===== src/rtl/display_source_scheduler_pkg.sv =====
// display_source_scheduler_pkg: shared source count, display limit, FSM state type and clamp helper
package sensor_disp_pkg;
  localparam int NUM_SRC = 4;
  localparam int DEFAULT_MAX_DISP = 9999;
  typedef enum logic [1:0] {IDLE, SELECT, SHOW} state_t;
  function automatic logic [15:0] clamp_disp(input logic [15:0] v, input logic [15:0] lim);
    return (v > lim) ? lim : v;
  endfunction
endpackage


===== src/rtl/display_source_scheduler_if.sv =====
// display_source_scheduler_if: source request/value bundle and display-side outputs
interface display_source_scheduler_if;
  import sensor_disp_pkg::*;
  logic [NUM_SRC-1:0] req;
  logic [15:0] val0;
  logic [15:0] val1;
  logic [15:0] val2;
  logic [15:0] val3;
  logic hold;
  logic [NUM_SRC-1:0] ack;
  logic [15:0] value;
  logic value_valid;
  logic [1:0] src_id;
  logic ovf;
  modport master (output req, val0, val1, val2, val3, hold, input ack, value, value_valid, src_id, ovf);
  modport slave (input req, val0, val1, val2, val3, hold, output ack, value, value_valid, src_id, ovf);
endinterface


===== src/rtl/display_source_scheduler_rr_arbiter.sv =====
// rr_arbiter: picks the first requester after last_grant, wrapping 3->0
module rr_arbiter
  import sensor_disp_pkg::*;
(
  input  logic [NUM_SRC-1:0] i_req,
  input  logic [1:0]         i_last_grant,
  output logic [1:0]         o_grant,
  output logic               o_any_req
);
  logic [1:0] w_idx;
  assign o_any_req = |i_req;
  // scan from farthest to nearest so the nearest requester after last_grant wins
  always_comb begin
    o_grant = i_last_grant;
    w_idx = '0;
    for (int k = NUM_SRC; k >= 1; k--) begin
      w_idx = i_last_grant + 2'(k);
      if (i_req[w_idx]) o_grant = w_idx;
    end
  end
endmodule


===== src/rtl/display_source_scheduler.sv =====
// display_source_scheduler: round-robin rotation of four sources onto a clamped 4-digit display
module display_source_scheduler
  import sensor_disp_pkg::*;
#(
  parameter int DWELL_CYCLES = 50_000_000,
  parameter int MAX_DISP = DEFAULT_MAX_DISP
) (
  input logic fpga_clk1,
  input logic reset,
  display_source_scheduler_if.slave bus
);
  localparam int CNT_W = $clog2(DWELL_CYCLES);
  localparam logic [CNT_W-1:0] CNT_LOAD = CNT_W'(DWELL_CYCLES - 1);
  localparam logic [15:0] LIM = 16'(MAX_DISP);
  logic [1:0] r_rst_sync;
  logic w_rst_n;
  state_t r_state, w_next;
  logic [CNT_W-1:0] r_cnt, w_cnt;
  logic [1:0] r_last, w_last, r_src, w_src, w_grant;
  logic [NUM_SRC-1:0] r_ack, w_ack;
  logic [15:0] r_value, w_value, w_raw;
  logic r_valid, w_valid, r_ovf, w_ovf, w_any, w_exit;
  assign w_rst_n = r_rst_sync[1];
  rr_arbiter u_arb (
    .i_req(bus.req),
    .i_last_grant(r_last),
    .o_grant(w_grant),
    .o_any_req(w_any)
  );
  // reset asserts immediately but releases two clock edges later
  always_ff @(posedge fpga_clk1 or negedge reset)
    if (!reset) r_rst_sync <= '0;
    else r_rst_sync <= {r_rst_sync[0], 1'b1};
  // next state, dwell counter and grant bookkeeping; dwell ends early if the shown source withdraws
  always_comb begin
    w_next = r_state;
    w_cnt = r_cnt;
    w_last = r_last;
    w_src = r_src;
    w_ack = '0;
    w_exit = !bus.req[r_src] || (!bus.hold && r_cnt == '0);
    case (r_state)
      IDLE: w_next = w_any ? SELECT : IDLE;
      SELECT: begin
        w_next = w_any ? SHOW : IDLE;
        w_src = w_any ? w_grant : r_src;
        w_last = w_any ? w_grant : r_last;
        w_ack = w_any ? NUM_SRC'(1) << w_grant : '0;
        w_cnt = w_any ? CNT_LOAD : r_cnt;
      end
      SHOW: begin
        w_next = w_exit ? (w_any ? SELECT : IDLE) : SHOW;
        w_cnt = (!w_exit && !bus.hold) ? r_cnt - CNT_W'(1) : r_cnt;
      end
      default: w_next = IDLE;
    endcase
    w_raw = (w_src == 2'd0) ? bus.val0 : (w_src == 2'd1) ? bus.val1 : (w_src == 2'd2) ? bus.val2 : bus.val3;
    w_valid = w_next == SHOW;
    w_value = w_valid ? clamp_disp(w_raw, LIM) : '0;
    w_ovf = w_valid && (w_raw > LIM);
  end
  // register state and all display outputs
  always_ff @(posedge fpga_clk1 or negedge w_rst_n)
    if (!w_rst_n) begin
      r_state <= IDLE;
      r_cnt <= '0;
      r_last <= 2'd3;
      r_src <= '0;
      r_ack <= '0;
      r_value <= '0;
      r_valid <= 1'b0;
      r_ovf <= 1'b0;
    end else begin
      r_state <= w_next;
      r_cnt <= w_cnt;
      r_last <= w_last;
      r_src <= w_src;
      r_ack <= w_ack;
      r_value <= w_value;
      r_valid <= w_valid;
      r_ovf <= w_ovf;
    end
  assign bus.ack = r_ack;
  assign bus.value = r_value;
  assign bus.value_valid = r_valid;
  assign bus.src_id = r_src;
  assign bus.ovf = r_ovf;
endmodule


===== src/flat_wrapper.sv =====
// flat-port wrapper written by rule: the top's interface ports become plain ports
module display_source_scheduler_flat import sensor_disp_pkg::*;
#(
  parameter int DWELL_CYCLES = 50_000_000,
  parameter int MAX_DISP = DEFAULT_MAX_DISP
)
  (fpga_clk1, reset, bus_req, bus_val0, bus_val1, bus_val2, bus_val3, bus_hold, bus_ack, bus_value, bus_value_valid, bus_src_id, bus_ovf);
  display_source_scheduler_if bus_i ();
  input logic fpga_clk1;
  input logic reset;
  input wire logic [$bits(bus_i.req)-1:0] bus_req;
  input wire logic [$bits(bus_i.val0)-1:0] bus_val0;
  input wire logic [$bits(bus_i.val1)-1:0] bus_val1;
  input wire logic [$bits(bus_i.val2)-1:0] bus_val2;
  input wire logic [$bits(bus_i.val3)-1:0] bus_val3;
  input wire logic [$bits(bus_i.hold)-1:0] bus_hold;
  output wire logic [$bits(bus_i.ack)-1:0] bus_ack;
  output wire logic [$bits(bus_i.value)-1:0] bus_value;
  output wire logic [$bits(bus_i.value_valid)-1:0] bus_value_valid;
  output wire logic [$bits(bus_i.src_id)-1:0] bus_src_id;
  output wire logic [$bits(bus_i.ovf)-1:0] bus_ovf;
  assign bus_i.req = bus_req;
  assign bus_i.val0 = bus_val0;
  assign bus_i.val1 = bus_val1;
  assign bus_i.val2 = bus_val2;
  assign bus_i.val3 = bus_val3;
  assign bus_i.hold = bus_hold;
  assign bus_ack = bus_i.ack;
  assign bus_value = bus_i.value;
  assign bus_value_valid = bus_i.value_valid;
  assign bus_src_id = bus_i.src_id;
  assign bus_ovf = bus_i.ovf;
  display_source_scheduler #(.DWELL_CYCLES(DWELL_CYCLES), .MAX_DISP(MAX_DISP)) u_core (.fpga_clk1(fpga_clk1), .reset(reset), .bus(bus_i));
endmodule

===== config.mk =====
export PLATFORM = sky130hd
export DESIGN_NAME = display_source_scheduler_flat
export DESIGN_NICKNAME = d
export VERILOG_FILES = /design/src/rtl/display_source_scheduler_pkg.sv /design/src/rtl/display_source_scheduler_if.sv /design/src/rtl/display_source_scheduler_rr_arbiter.sv /design/src/rtl/display_source_scheduler.sv /design/src/flat_wrapper.sv
export SDC_FILE = /design/constraint.sdc
export NUM_CORES = 1
export LEC_CHECK = 0
export CAP_MARGIN = 20
export CORE_AREA = 4 4 85 87
export DETAILED_ROUTE_END_ITERATION = 7
export DIE_AREA = 0 0 89 91
export PLACE_DENSITY = 0.86
export RECOVER_POWER = 100
export SLEW_MARGIN = 20
export SYNTH_ARGS = -nofsm -noshare
export SYNTH_HDL_FRONTEND = slang
export SYNTH_HIERARCHICAL = 1
export SYNTH_SLANG_ARGS = --single-unit

===== constraint.sdc =====
create_clock -name fpga_clk1 -period 1.99 [get_ports fpga_clk1]
set_input_delay 0.398 -clock fpga_clk1 [delete_from_list [all_inputs] [get_ports fpga_clk1]]
set_output_delay 0.398 -clock fpga_clk1 [all_outputs]
set_load 0.02 [all_outputs]

==> results of run 1 <==
-- worst max-delay path by stage --
stage               slack [ns]  cells past startpoint                   end
finish                   -0.94                     14   u_core/bus.value[0]
global route             -0.98                     14   u_core/bus.value[0]
CTS                      -0.62                     13  u_core/bus.value[12]
detailed placement       -1.05                     11        u_core/bus.ovf
global placement         -0.92                     12        u_core/bus.ovf
floorplan                -0.62                     14   u_core/bus.value[0]
-- what timing repair did --
action                     in CTS  in global routing
gates cloned                    2                  0
setup buffers                  15                  4
setup endpoints to repair      44                 45
hold buffers                    0                  0
gates resized for setup        40                 41
pin swaps                      28                 28
-- synth_stat cells, drive strengths merged (8+ instances only) --
library cell / n
dfrtp: 54
xnor2: 11
a22oi: 8
a211oi: 8
nand2: 52
and3: 11
o21ai: 11
or3: 10
inv: 14
nor2: 23
nor3: 10
nor4: 8
a21oi: 31
-- through the flow --
step,worst slack [ns],util [%]
2_1_floorplan,-0.621,-
3_3_place_gp,-0.919,72.3
3_5_place_dp,-1.05,72.3
4_1_cts,-0.624,78.7
5_1_grt,-0.983,81.7
6_report,-0.938,81.7
-- critical path: cells and delay by family, from the launching register on --
kind / cells / cell delay (ns)
simple gates: 3 / 0.72
flops: 1 / 0.59
buf+inv: 4 / 0.58
compound gates: 7 / 0.91
-- per-layer routing --
layer,vias up,routed length (um)
li1,1485,-
met1,1600,4030
met2,242,6170
met3,64,1100
met4,0,708
met5,-,0
-- registers in the layout, summed over array words and instances (netlist names) --
register                cells
u_core/r_last               2
u_core/bus.value           16
u_core/bus.ovf              1
u_core/bus.src_id           2
u_core/bus.ack              4
u_core/r_cnt               26
u_core/r_state              2
u_core/bus.value_valid      1
u_core/r_rst_sync           2
-- final cells by class --
type / count / area [sq um]
inverters: 14 / 60.1
multi-input cells: 240 / 1890
fillers: 328 / 1160
well taps: 77 / 96.3
clock buffers: 6 / 82.6
repair buffers: 178 / 1640
flip-flops and latches: 56 / 1410
clock inverters: 2 / 10.0
-- cells by family after synthesis --
| group | count (synthesis) | synth area share (%) |
|---|---|---|
| buffers and inverters | 26 | 3.62 |
| adders and majority gates | 2 | 0.841 |
| xor gates and xnor gates | 12 | 3.53 |
| and+or+nand+nor | 140 | 25.9 |
| AOI/OAI and AO/OA | 74 | 15.9 |
| muxes | 7 | 2.82 |
| DFF | 56 | 47.2 |
| other | 2 | 0.253 |
-- where the power goes --
group	switching [mW]	internal [mW]	leakage [nW]	total, mW
Combinational	2.61	2.15	1.51	4.76
Clock	0.381	0.279	0.0510	0.660
Sequential	0.160	1.38	0.648	1.54
Total	3.15	3.81	2.20	6.96
==> summary.txt, run 1 <==
CTS
  – CTS tree: done
  – CTS root buf: clkbuf_8
  – CTS clk-pin slew, worst paths: 0.10 ns
  – # clock sinks: 56
  – Clock Tree Buf Depth: 2
  – Worst-Skew Late Latency: 0.32 ns
  – Htree depth: 2
  – Total CTS buffers: 5

Place
  – Detailed-placement wirelength estimate: roughly 6800 um
  – I/O Buffers: 94
  – Placed cell area: 0.00459 sq mm
  – Dpl cells: 545
  – Routability cong.: between 0.9 and 1

STA
  – Worst slew pin tran: 1.35 ns
  – Upper clock frequency limit: 341 MHz
  – Period utilization: 147%
  – Setup tns final: -26.99 ns
  – Worst Clk Skew: 0.00667 ns
  – Final setup fails: 44
  – Min setup slack post-route: -0.938 ns
  – Fin crit period: 2.93 ns
  – Unrepaired setup endpoints after global routing: yes
  – Max Slew Vio Count: 0
  – WHS: 0.314 ns
  – Final hold violation count: 0
  – Slew HR: 9.67%

Synthesis
  – Syn Inst Count: roughly 320
  – Top cells by area, synth: dfrtp_1 (45%), nand2_1 (6.6%), a21oi_1 (4.9%)
  – Yosys top cell area share: 45.4%
  – Ys flop type: dfrtp_1
  – Unique cell type count in the Yosys netlist: 56
  – Post-synthesis cell area: 0.00297 sq mm
  – Yosys top cell by area: dfrtp_1
  – Syn_area_per_cell: 9.32 sq um
  – Post-synth EDFFs: 0
  – Sequential fraction of the synthesis area: 47.2%
  – FFs w/ async S/R, synth: 100%
  – Synthesis-stage register bit count: 56
  – Synth Warn #: 6

Critical path
  – Most frequent CP cell: a21oi_2
  – CP max stage delay: a little under 0.6 ns
  – Critical-path maximum fanout: 11
  – Worst R2R End: u_core/bus.value[0]
  – R2R Path Start: u_core/r_last[1]
  – Slowest CP cell: dfstp_2
  – Crit end category: flip-flop
  – Crit path required time: approximately 2.2 ns
  – Worst Setup SP: u_core/r_last[1]
  – Worst path arrival time: 3.14 ns
  – Reg2reg setup slack: -0.94 ns
  – Reg2reg path depth: 14
  – CP startpoint kind: flip-flop
  – Critical path class: reg -> reg
  – Cell Chain, Critical Path: a21oi_2 > a31oi_2 > a21oi_2 > and4b_2 > a21oi_4 > inv_2 > buf_12 > buf_6 > nand2_2 > a22oi_2 > nor4_2 > buf_4 > o21ai_4 > o21a_1

Global routing
  – Largest net degree at the start of global routing: 55
  – Met3 Usage GRT: 7.87%
  – Overflow after GRT: 0
  – Vias in the first global route: 3575
  – Met1 GRT Util: 30.2%
  – Initial antenna violation count: 0
  – Met2 GRT Util: 48.2%
  – Busiest grt layer: met2
  – GR Util All Layers: 27.6%
  – First-pass GRT wire length: 17300 um

Job
  – Max-Cap Viols: 0

Drt
  – Remaining antenna violation count: 0
  – # DRC: 0
  – Routed wire per std cell: 20.9 um
  – Via count: 3391
  – Via/cell ratio: 5.92
  – 1st-pass router iterations: 7
  – DRT iter0 DRCs: 304
  – Routed WL: 12000 um

Pwr
  – Peak VDD IR: 0.00132 V
  – Pwr dens: 1340 mW/mm^2
  – Pwr Total: 6.96 mW
  – Pleak: 2.20 nW

Cells and area
  – Post-Layout Cell Count: 573
  – Layout cell share with drive strength beyond 1: 35.7%
  – N_diodes: 0
  – Most frequent cells in the layout: clkdlybuf4s50_1 (86), buf_4 (66), dfrtp_1 (52), nand2_1 (50), a21oi_1 (20)
  – Final instance area: 0.00519 sq mm
  – Area growth syn-to-layout: 74.5%
  – Most common cell after layout, fill and taps aside: clkdlybuf4s50_1
  – Nets: about 570

Die
  – Core box area: 0.00635 sq mm
  – Die height: 91 um
  – Initial Utilization: 46.8%
  – I/O pin count: 95
  – Core Rows: 29
  – Die span in x: between 80 and 90 um
  – Area of the die: 0.00810 sq mm

Outcome
  – Status: finished with violations
  – Failing checks: negative setup slack

Hold path
  – Worst min-delay path class: in -> async
No activity file was read; power rests on OpenSTA's default activity.
==> inputs of run 2 (changes only) <==
--- a/config.mk
+++ b/config.mk
@@ -11,6 +11,7 @@
 export DIE_AREA = 0 0 89 91
 export PLACE_DENSITY = 0.86
 export RECOVER_POWER = 100
+export REMOVE_ABC_BUFFERS = 1
 export SLEW_MARGIN = 20
 export SYNTH_ARGS = -nofsm -noshare
 export SYNTH_HDL_FRONTEND = slang
==> summary.txt, run 2 (synthesis gave the netlist of run 1 again) <==
Outcome
  – Status: finished with violations
  – Failing checks: negative setup slack

Critical path
  – WP buf/inv: 2
  – Most frequent CP cell: buf_4
  – Slowest CP cell: dfstp_2
  – Crit path max-delay family: compound AO/OA/AOI/OAI gates
  – Critical path class: reg -> reg
  – CP startpoint kind: flip-flop
  – Crit end category: flip-flop
  – Critical-path maximum fanout: 6
  – Cell Chain, Critical Path: a31oi_1 > a21oi_1 > and4b_1 > buf_4 > buf_4 > a211oi_2 > a211oi_1 > o22ai_2 > a21oi_4 > o21ai_4 > nor4_2
  – Worst path arrival time: 3.13 ns
  – CP max stage delay: between 0.6 and 0.7 ns
  – Crit path required time: 2.19 ns

Cells and area
  – Nets: ~570
  – Layout cell share with drive strength beyond 1: 35.5%
  – Post-Layout Cell Count: 573
  – Max reg flops: 26
  – Most common cell after layout, fill and taps aside: clkdlybuf4s50_1
  – Largest Register: u_core/r_cnt
  – Finished Core Util: 83.2%
  – Final instance area: 0.00528 sq mm
  – Area growth syn-to-layout: 77.6%
  – Most frequent cells in the layout: clkdlybuf4s50_1 (90), buf_4 (55), dfrtp_1 (54), nand2_1 (50), buf_6 (21)
  – N_diodes: 0

CTS
  – CTS clk-pin slew, worst paths: 0.12 ns
  – # clock sinks: 56
  – Post-CTS Hold Fix Bufs: 0
  – CTS tree: done
  – CTS root buf: clkbuf_8
  – Htree depth: 2
  – Total CTS buffers: 5
  – Clock Tree Buf Depth: 2
  – Worst-Skew Late Latency: approximately 0.33 ns

STA
  – Period utilization: 147%
  – Unrepaired setup endpoints after global routing: yes
  – Min setup slack post-route: -0.942 ns
  – Max Slew Vio Count: 0
  – Worst slew pin tran: 1.05 ns
  – Slew HR: around 30%
  – Final setup fails: 44
  – WHS: 0.215 ns
  – Setup tns final: -28.84 ns
  – Worst Clk Skew: 0.0165 ns
  – Upper clock frequency limit: 341 MHz
  – Final hold violation count: 0
  – Fin crit period: 2.93 ns

Drt
  – Routed wire per std cell: 22.9 um
  – Remaining antenna violation count: 0
  – Via count: 3545
  – # DRC: 0
  – DRT iter0 DRCs: approximately 290
  – Routed WL: 13100 um
  – Via/cell ratio: 6.19
  – 1st-pass router iterations: 5

Die
  – Area of the die: just over 0.008 sq mm
  – Die height: ~91 um
  – I/O pin count: 95
  – Die span in x: 89 um
  – Initial Utilization: 46.8%
  – Core box area: around 0.0063 sq mm
  – Core Rows: 29

Pwr
  – Pwr dens: around 1400 mW/mm^2
  – Pleak: 2.25 nW
  – Pwr Total: roughly 7.3 mW
  – Peak VDD IR: 0.00142 V

Job
  – Max-Cap Viols: 0

Place
  – Routability cong.: 0.866
  – I/O Buffers: 94
  – Pre-CTS setup slack: -1.05 ns
  – Dpl cells: 530
  – Detailed-placement wirelength estimate: ~6200 um
  – Placed cell area: 0.00438 sq mm

Global routing
  – GR Util All Layers: 24.0%
  – Vias in the first global route: 3396
  – First-pass GRT wire length: 15400 um
  – Largest net degree at the start of global routing: 43
  – Overflow after GRT: 0
  – Initial antenna violation count: 0

Hold path
  – Worst min-delay path class: reg -> async
## run 2: worst register-to-register path, cell delays in order, from the launching register on
cell and delay (ns):
dfstp_2 0.63, a31oi_1 0.10, a21oi_1 0.22, and4b_1 0.27, buf_4 0.12, buf_4 0.13
a211oi_2 0.07, a211oi_1 0.43, o22ai_2 0.16, a21oi_4 0.26, o21ai_4 0.14, nor4_2 0.27
## run 2: path summary, 6_finish.rpt
check                                      from                    to  slack, ns  cells after the start
max in group asynchronous  u_core/r_rst_sync[1]      u_core/r_cnt[18]       0.38                      1
min in group fpga_clk1     u_core/r_rst_sync[0]  u_core/r_rst_sync[1]       0.39                      0
setup reg to reg               u_core/r_last[1]  u_core/bus.value[11]      -0.94                     11
hold / removal             u_core/r_rst_sync[1]  u_core/bus.value[14]       0.22                      0
setup / recovery               u_core/r_last[1]  u_core/bus.value[11]      -0.94                     11
hold reg to reg            u_core/r_rst_sync[1]  u_core/bus.value[14]       0.22                      0
## run 2: per-layer routing
metal / track usage (%) / vias to the layer above / part of all wire (%)
met4: 10.0 / 0 / 5.5
met2: 43.8 / 258 / 51
met3: 5.97 / 69 / 7.7
met5: 0 / - / 0
li1: - / 1484 / -
met1: 25.7 / 1734 / 35
## run 2: cell type report
cell class | instances | area [sq um]
sequential | 56 | 1400
timing repair buffer | 178 | 1730
tap | 77 | 96.3
multi-input combinational | 240 | 1900
clock inverter | 2 | 17.5
fill | 276 | 1070
clock buffer | 6 | 72.6
inverter | 14 | 65.1
## run 2: power by group
group / switching [mW] / leakage (nW) / internal [mW]
sequential: 0.166 / 0.650 / 1.38
clock: 0.406 / 0.0462 / 0.259
combinational: 2.75 / 1.55 / 2.37
## run 2: what timing repair did
action / CTS / global route
cloned: 3 / 3
gates resized for setup: 68 / 49
setup endpoints to repair: 44 / 44
setup buffers: 18 / 13
endpoints found under the hold margin: 0 / 0
pin swaps: 25 / 33
